<file path="src/rtl/vram_wr_poster.sv">
// Posted-write bridge from the VDC strobe bus to one toggle-handshake SDRAM VRAM port.
// Writes queue in a small FIFO; reads bypass the queue and forward from posted writes on a hit.
module vram_wr_poster #(
  parameter int ADDR_W   = 15,
  parameter int DEPTH    = 4,
  parameter int READ_LAT = 8
) (
  input  logic              clk,
  input  logic              reset,
  input  logic [ADDR_W-1:0] cpu_addr,
  input  logic [15:0]       cpu_din,
  input  logic              cpu_we,
  input  logic              cpu_rd,
  output logic              cpu_busy,
  output logic [15:0]       cpu_dout,
  output logic              cpu_rd_valid,
  output logic              sd_req,
  input  logic              sd_ack,
  output logic [ADDR_W-1:0] sd_addr,
  output logic [15:0]       sd_din,
  output logic              sd_we,
  input  logic [15:0]       sd_dout
);

  localparam int PW = $clog2(DEPTH);
  localparam int CW = PW + 1;
  localparam int LW = $clog2(READ_LAT + 1);

  typedef enum logic [2:0] {
    S_SYNC,
    S_IDLE,
    S_WR_WAIT,
    S_RD_WAIT,
    S_RD_DATA
  } state_t;

  state_t state, state_nx;

  logic [ADDR_W-1:0] fifo_addr [DEPTH];
  logic [15:0]       fifo_data [DEPTH];
  logic [PW-1:0]     wr_ptr, rd_ptr;
  logic [CW-1:0]     count;

  logic              fly_valid;
  logic [ADDR_W-1:0] fly_addr;
  logic [15:0]       fly_data;

  logic              rd_pend;
  logic [ADDR_W-1:0] rd_addr_q;
  logic [LW-1:0]     lat_cnt;

  // Request toggle has no reset: a handshake in flight must survive reset.
  logic req_q = 1'b0;

  logic        ack_match;
  logic        accept_wr, accept_rd;
  logic        hit;
  logic [15:0] hit_data;
  logic        issue_rd, issue_wr, fly_clear, load_lat, deliver;

  assign sd_req    = req_q;
  assign ack_match = (sd_ack == req_q);
  assign cpu_busy  = reset | (state == S_SYNC) | (count == CW'(DEPTH)) | rd_pend;
  assign accept_wr = cpu_we & ~cpu_busy;
  assign accept_rd = cpu_rd & ~cpu_we & ~cpu_busy;

  // Forwarding search: in-flight first, then FIFO oldest to newest so the newest match wins.
  always_comb begin
    hit      = 1'b0;
    hit_data = 16'h0000;
    if (fly_valid && fly_addr == cpu_addr) begin
      hit      = 1'b1;
      hit_data = fly_data;
    end
    for (int k = 0; k < DEPTH; k++) begin
      if (CW'(k) < count && fifo_addr[rd_ptr + PW'(k)] == cpu_addr) begin
        hit      = 1'b1;
        hit_data = fifo_data[rd_ptr + PW'(k)];
      end
    end
  end

  always_comb begin
    state_nx  = state;
    issue_rd  = 1'b0;
    issue_wr  = 1'b0;
    fly_clear = 1'b0;
    load_lat  = 1'b0;
    deliver   = 1'b0;
    case (state)
      S_SYNC: if (ack_match) state_nx = S_IDLE;
      S_IDLE: begin
        if (rd_pend) begin
          issue_rd = 1'b1;
          state_nx = S_RD_WAIT;
        end else if (count != '0) begin
          issue_wr = 1'b1;
          state_nx = S_WR_WAIT;
        end
      end
      S_WR_WAIT: begin
        if (ack_match) begin
          fly_clear = 1'b1;
          state_nx  = S_IDLE;
        end
      end
      S_RD_WAIT: begin
        if (ack_match) begin
          load_lat = 1'b1;
          state_nx = S_RD_DATA;
        end
      end
      S_RD_DATA: begin
        if (lat_cnt == '0) begin
          deliver  = 1'b1;
          state_nx = S_IDLE;
        end
      end
      default: state_nx = S_SYNC;
    endcase
  end

  always_ff @(posedge clk) begin
    if (reset) state <= S_SYNC;
    else       state <= state_nx;
  end

  always_ff @(posedge clk) begin
    if (!reset && (issue_rd || issue_wr)) req_q <= ~req_q;
  end

  always_ff @(posedge clk) begin
    if (accept_wr && !reset) begin
      fifo_addr[wr_ptr] <= cpu_addr;
      fifo_data[wr_ptr] <= cpu_din;
    end
  end

  always_ff @(posedge clk) begin
    if (reset) begin
      wr_ptr       <= '0;
      rd_ptr       <= '0;
      count        <= '0;
      fly_valid    <= 1'b0;
      fly_addr     <= '0;
      fly_data     <= '0;
      rd_pend      <= 1'b0;
      rd_addr_q    <= '0;
      lat_cnt      <= '0;
      cpu_dout     <= '0;
      cpu_rd_valid <= 1'b0;
      sd_we        <= 1'b0;
      sd_addr      <= '0;
      sd_din       <= '0;
    end else begin
      cpu_rd_valid <= 1'b0;
      count        <= count + CW'(accept_wr) - CW'(issue_wr);
      if (accept_wr) wr_ptr <= wr_ptr + PW'(1);
      if (issue_wr) begin
        rd_ptr    <= rd_ptr + PW'(1);
        fly_valid <= 1'b1;
        fly_addr  <= fifo_addr[rd_ptr];
        fly_data  <= fifo_data[rd_ptr];
        sd_we     <= 1'b1;
        sd_addr   <= fifo_addr[rd_ptr];
        sd_din    <= fifo_data[rd_ptr];
      end
      if (fly_clear) fly_valid <= 1'b0;
      if (issue_rd) begin
        sd_we   <= 1'b0;
        sd_addr <= rd_addr_q;
      end
      if (accept_rd) begin
        if (hit) begin
          cpu_dout     <= hit_data;
          cpu_rd_valid <= 1'b1;
        end else begin
          rd_pend   <= 1'b1;
          rd_addr_q <= cpu_addr;
        end
      end
      if (load_lat) lat_cnt <= LW'(READ_LAT - 1);
      else if (state == S_RD_DATA && lat_cnt != '0) lat_cnt <= lat_cnt - LW'(1);
      if (deliver) begin
        cpu_dout     <= sd_dout;
        cpu_rd_valid <= 1'b1;
        rd_pend      <= 1'b0;
      end
    end
  end

endmodule
</file>
<file path="config.mk">
export PLATFORM = sky130hd
export DESIGN_NAME = vram_wr_poster
export DESIGN_NICKNAME = d
export VERILOG_FILES = /design/src/rtl/vram_wr_poster.sv
export SDC_FILE = /design/constraint.sdc
export NUM_CORES = 1
export LEC_CHECK = 0
export BUFFER_PORTS_ARGS = -buffer_cell sky130_fd_sc_hd__buf_2
export CAP_MARGIN = 30
export CORE_UTILIZATION = 60
export DETAILED_ROUTE_END_ITERATION = 6
export PLACE_DENSITY_LB_ADDON = 0.3
export SLEW_MARGIN = 15
export SYNTH_ARGS = -nofsm -noshare
export SYNTH_HDL_FRONTEND = slang
export SYNTH_SLANG_ARGS = --single-unit
</file>
<file path="constraint.sdc">
create_clock -name clk -period 9.7 [get_ports clk]
set_input_delay 1.94 -clock clk [delete_from_list [all_inputs] [get_ports clk]]
set_output_delay 1.94 -clock clk [all_outputs]
set_load 0.1 [all_outputs]
</file>
After elaboration in Yosys (flattened, before gate mapping)
Memory sizes are Yosys's and may differ from the RTL's. A register that Yosys moved wholly into a read port is not among the register bits.
Cells that the tools add are included.
- equality and inequality tests: 15
- bitwise operators: 10
- reductions and logical operators: 26
- add/sub/neg operators: 7
- magnitude comparators: 4
- mux-type cells: 42
- operators with widths (operator ; number):
    16-bit 2-to-1 mux ; 8
    15-bit equality test ; 5
    15-bit 2-to-1 mux ; 2
    3-bit 2-to-1 mux ; 7
    1-bit 2-to-1 mux ; 20
    3-bit case mux with 4 select lines ; 1
    2-bit OR reduction ; 5
    1-bit logical AND ; 8
    2-bit 2-to-1 mux ; 4
    2-bit nonzero test ; 4
    3-bit by 2-bit equality test with 1-bit output, second input constant ; 2
    3-bit equality test, second input constant ; 2
    1-bit by 3-bit less-than comparator with 1-bit output, first input constant ; 2
    2-bit by 3-bit less-than comparator with 1-bit output, first input constant ; 2
    2-bit by 1-bit adder with 2-bit output, second input constant ; 2
    2-bit adder, second input constant ; 2
    4-bit zero test ; 1
    2-bit != test, second input constant ; 2
    1-bit NOT ; 4
    2-bit AND reduction ; 2
    4-bit AND reduction ; 1
    4-bit nonzero test ; 1
    4-bit by 1-bit subtractor with 4-bit output, second input constant ; 1
    3-bit by 1-bit adder with 3-bit output ; 1
    11 further kinds ; 15
- output and inout port bits: 51
- memory bits (writable): 124
- bits of input ports: 52
- register bits: 96
- memories: 2
- memory list (name ; depth ; width ; read ports ; clocked after Yosys merged registers in ; wr ports ; RTL line ; source):
    fifo_data ; 4 ; 16 ; 4 ; 1 ; 1 ; 40 ; logic [15:0] fifo_data [DEPTH];
    fifo_addr ; 4 ; 15 ; 4 ; 1 ; 1 ; 39 ; logic [ADDR_W-1:0] fifo_addr [DEPTH];

Logic depth before layout (Yosys ltp)
- depth after elaboration: 10
- mapped depth: 16

Worst setup path after synthesis
Ideal clock, no wire load.
- path kind: input to output
- from: in reset
- to: out cpu_busy
- path slack: 4179 ps
- required time: 7760 ps
- cell stages on the path: 3
- arrival: 3581 ps
- cells stage by stage: clkbuf_1 > a2111oi_0 > inv_1
- word-level cells in the longest chain between the ends: 3
- ends and longest elaborated chain (what ; RTL line ; source):
    start, declared ; 9 ; input logic reset,
    1-bit bitwise OR (3 in a row) ; 63 ; assign cpu_busy = reset | (state == S_SYNC) | (count == CW'(DEPTH)) | rd_pend;
    end, declared ; 14 ; output logic cpu_busy,
Every way passes these cells.

Final worst setup path
Ends and elaborated chain as after synthesis.

==> run_results.csv <==
group,metric,value,unit
logic_synthesis,ys_seq_elements,222,
route,drc_errors,0,
die,rows,53,
logic_synthesis,syn_area,0.01280,mm^2
critical_path,cp.required,7.76,ns
timing,finClkSkew,0.01869,ns
final_layout,fillers,1538,
clocking,cts_hold_buf,0,
pwr,powerDensity,248.8,mW/mm^2
critical_path,ff2ff_path_depth,12,
logic_synthesis,async_flop_share,0,%
route,drt-total-wl,32960,um
grt,grt_max_degree,83,
critical_path,end_kind,"output port",
critical_path,critPathMaxFanout,82,
logic_synthesis,syn_nets,1205,
route,drt_first_pass_iters,5,
clocking,cts-root-buf,"clkbuf_16",
timing,fin_hold_ws,0.4507,ns
grt,grt_pass1_vias,9425,
placed_design,gp_congestion,0.9263,
route,vias,9635,
critical_path,critPathBufInv,5,
critical_path,path_delay_family,"buffers and inverters",
route,dr.first_iter.drc_count,833,
timing,period_needed,5.495,ns
min_path,holdCritPathClass,"reg2reg",
logic_synthesis,ys_warn_count,0,
run_status,status,"finished clean",
timing,fmax,0.1820,GHz
die,core_area,0.02096,mm^2
logic_synthesis,yosys.area.top_type_share,29.32,%
final_layout,nets,1257,
logic_synthesis,synth_enable_flop_cells,125,
timing,slew_headroom,38.32,%
grt,grt_use_total,30.50,%
timing,drv_slew,0,
route,wire_per_inst,22.12,um
critical_path,r2r-start,"rd_ptr[0]$_SDFFE_PP0P_",
clocking,cts_sinks,222,
placed_design,dp_hpwl,21570,um
clocking,tritoncts.num_buffers,25,
min_path,hold_start,"cpu_dout[0]$_SDFFE_PP0P_",
die,start_util,61.10,%
grt,antenna_found_initial,1,
min_path,hold_end,"cpu_dout[0]$_SDFFE_PP0P_",
clocking,cts_buffer_depth,3,
die,io_pins,103,
grt,grt_pass1_wl,51530,um
logic_synthesis,ys.flop_type,"edfxtp_1",
critical_path,crit_type,"in2out",
logic_synthesis,avgSynthCellArea,11.20,um^2
die,die_area,0.02193,mm^2
logic_synthesis,synth.area.top_cells,"edfxtp_1, dfxtp_1, mux4_2",
critical_path,arrival,3.55,ns
clocking,tritoncts,"yes",
logic_synthesis,synthCells,1143,
logic_synthesis,ys_types,68,
grt,grt-ovfl-total,0,
min_path,min_path_cells,2,
timing,setup_violations,0,
clocking,h-tree-depth,1,
clocking,cts_resized,0,
timing,finalHoldViolations,0,
clocking,clk-insertion-delay-late,0.53,ns
final_layout,syn_to_final_growth,11.38,%
die,die_h,148.1,um
critical_path,critPathMaxStageDelay,0.70,ns
critical_path,crit_chain,"buf_2, buf_4, a2111oi_0, buf_4, inv_1, buf_2",
run,cap_violations,0,
die,die_w,148.1,um
clocking,cts_setup_buffers,0,
final_layout,layout-drive-gt1-share,22.82,%
final_layout,final_area,0.01426,mm^2
placed_design,dpl_cell_area,0.01338,mm^2
timing,tns,0,ns
timing,rsz0062_at_grt,"false",
pwr,ir_drop,0.0002092,V
logic_synthesis,yosys.area.top_type,"edfxtp_1",
placed_design,place_ws,4.223,ns
critical_path,slowest_stage,"buf_4",
critical_path,r2r-end,"rd_addr_q[11]$_SDFFE_PP0P_",
timing,finalCritPeriodShare,56.65,%
timing,worstMarginPinSlew,0.9252,ns
timing,setup_ws,4.205,ns
clocking,clk_pin_slew_worst_paths,0.06,ns
pwr,p_leak,5.026,nW
logic_synthesis,ys_seq_area_share,44.48,%
critical_path,r2r_slack,4.57,ns
pwr,p_total,3.549,mW
route,viasPerCell,6.466,
route,drtAntennaViolNets,0,
critical_path,start_kind,"input pin",
placed_design,io_buffers,102,
## stage by stage
step,cells,utilization (%)
floorplan,1143,-
global route,1489,68.04
CTS,1488,67.95
global placement,1440,63.67
detailed placement,1442,63.87
finish,1490,68.06
## worst max-delay path by stage
stage | startpoint | slack [ns] | to | cells after the start
6_report | reset | 4.21 | cpu_busy | 6
5_1_grt | reset | 4.07 | cpu_busy | 6
4_1_cts | reset | 4.23 | cpu_busy | 6
3_5_place_dp | reset | 4.22 | cpu_busy | 6
3_3_place_gp | reset | 4.23 | cpu_busy | 6
2_1_floorplan | reset | 4.18 | cpu_busy | 3
## registers in the layout, indices dropped and copies added, names as in the netlist, named ones only
name and cells:
count 3, sd_we 1, rd_pend 1, cpu_dout 16
rd_ptr 2, state 3, fly_data 16, fly_addr 15
fifo_data 64, cpu_rd_valid 1, fifo_addr 60, fly_valid 1
rd_addr_q 15, sd_addr 15, sd_req 1, wr_ptr 2
lat_cnt 4
## cell type report
class                      instances  area (um^2)  area share (%)
inverter                          36        135.1          0.9475
clock buffer                      32        691.9           4.852
clock inverter                    14        162.7           1.141
tap                              275        344.1           2.413
timing repair buffer             122        700.7           4.913
multi-input combinational        788         6519           45.71
sequential                       222         5705           40.01
antenna                            1        2.502         0.01755
## cells in the final DEF (no fill, tap or decap), types with 4 or more instances in the layout
master and count:
xor2_1 8, o32ai_2 6, nand2_1 95, o21ai_0 22, a21oi_1 79, nor4_1 4, o32ai_1 7, nor3_1 21
nand4_1 13, o21a_1 16, and2_1 21, clkbuf_8 4, nand3_1 7, mux4_2 67, dfxtp_1 93, nor2_1 68
or4_1 16, a211oi_1 17, nand2b_1 4, clkbuf_16 25, or3_1 5, ha_1 9, a221oi_1 5, o22ai_1 36
inv_1 34, xnor2_1 58, nor2b_1 20, edfxtp_1 125, buf_2 102, buf_4 17, a2111oi_0 4, mux2i_1 108
mux2_2 20, and3_1 6
## routing by layer
layer	track usage, %	wire length, um
met1	39.75	13340
met3	3.988	2172
met2	51.01	16010
met5	0	0
met4	13.92	1440
## synthesized netlist by cell type, drive strengths merged (3+ instances only)
| library cell | n |
|---|---|
| buf | 40 |
| nand2 | 95 |
| o21ai | 23 |
| o31ai | 4 |
| inv | 34 |
| nand4 | 13 |
| mux4 | 67 |
| a211oi | 17 |
| nand2b | 4 |
| mux2 | 20 |
| mux2i | 108 |
| nor2 | 68 |
| nor3 | 21 |
| a221oi | 5 |
| nor4 | 6 |
| or2 | 3 |
| and2 | 21 |
| o2111ai | 3 |
| a21oi | 80 |
| xnor2 | 59 |
| o2bb2ai | 3 |
| o21a | 16 |
| or3 | 5 |
| nand3 | 8 |
| and3 | 6 |
| nor2b | 20 |
| o32ai | 13 |
| or3b | 3 |
| o22ai | 36 |
| clkbuf | 57 |
| or4 | 16 |
| ha | 9 |
| edfxtp | 125 |
| dfxtp | 97 |
| a2111oi | 4 |
| xor2 | 8 |
## where the power goes
part           leakage, nW  internal (mW)  switching [mW]
registers             1.92           1.09           0.117
logic                 2.70          0.499           0.875
clock network        0.409          0.585           0.381
## worst register-to-register path, stage by stage, from the launching register on
cell      delay, ns
dfxtp_4        0.68
buf_12         0.30
buf_4          0.62
mux4_2         0.65
xnor2_1        0.21
nand3_1        0.12
nor4_1         0.33
nand3_2        0.65
and2_1         0.43
nand3b_1       0.49
buf_8          0.24
mux2i_1        0.21
nor2_1         0.05
## cells by family (layout without fill, tap and decap cells)
logic type | after synthesis | in the layout | synth area share [%]
compound gates | 220 | 220 | 11.71
other cells | 0 | 1 | 0
simple gates | 296 | 296 | 11.40
fa+ha+maj | 10 | 10 | 1.036
mux | 195 | 195 | 21.99
buf+inv | 133 | 204 | 4.740
xor+xnor | 67 | 67 | 4.642
flops | 222 | 222 | 44.48
No activity file was read; power rests on OpenSTA's default activity.
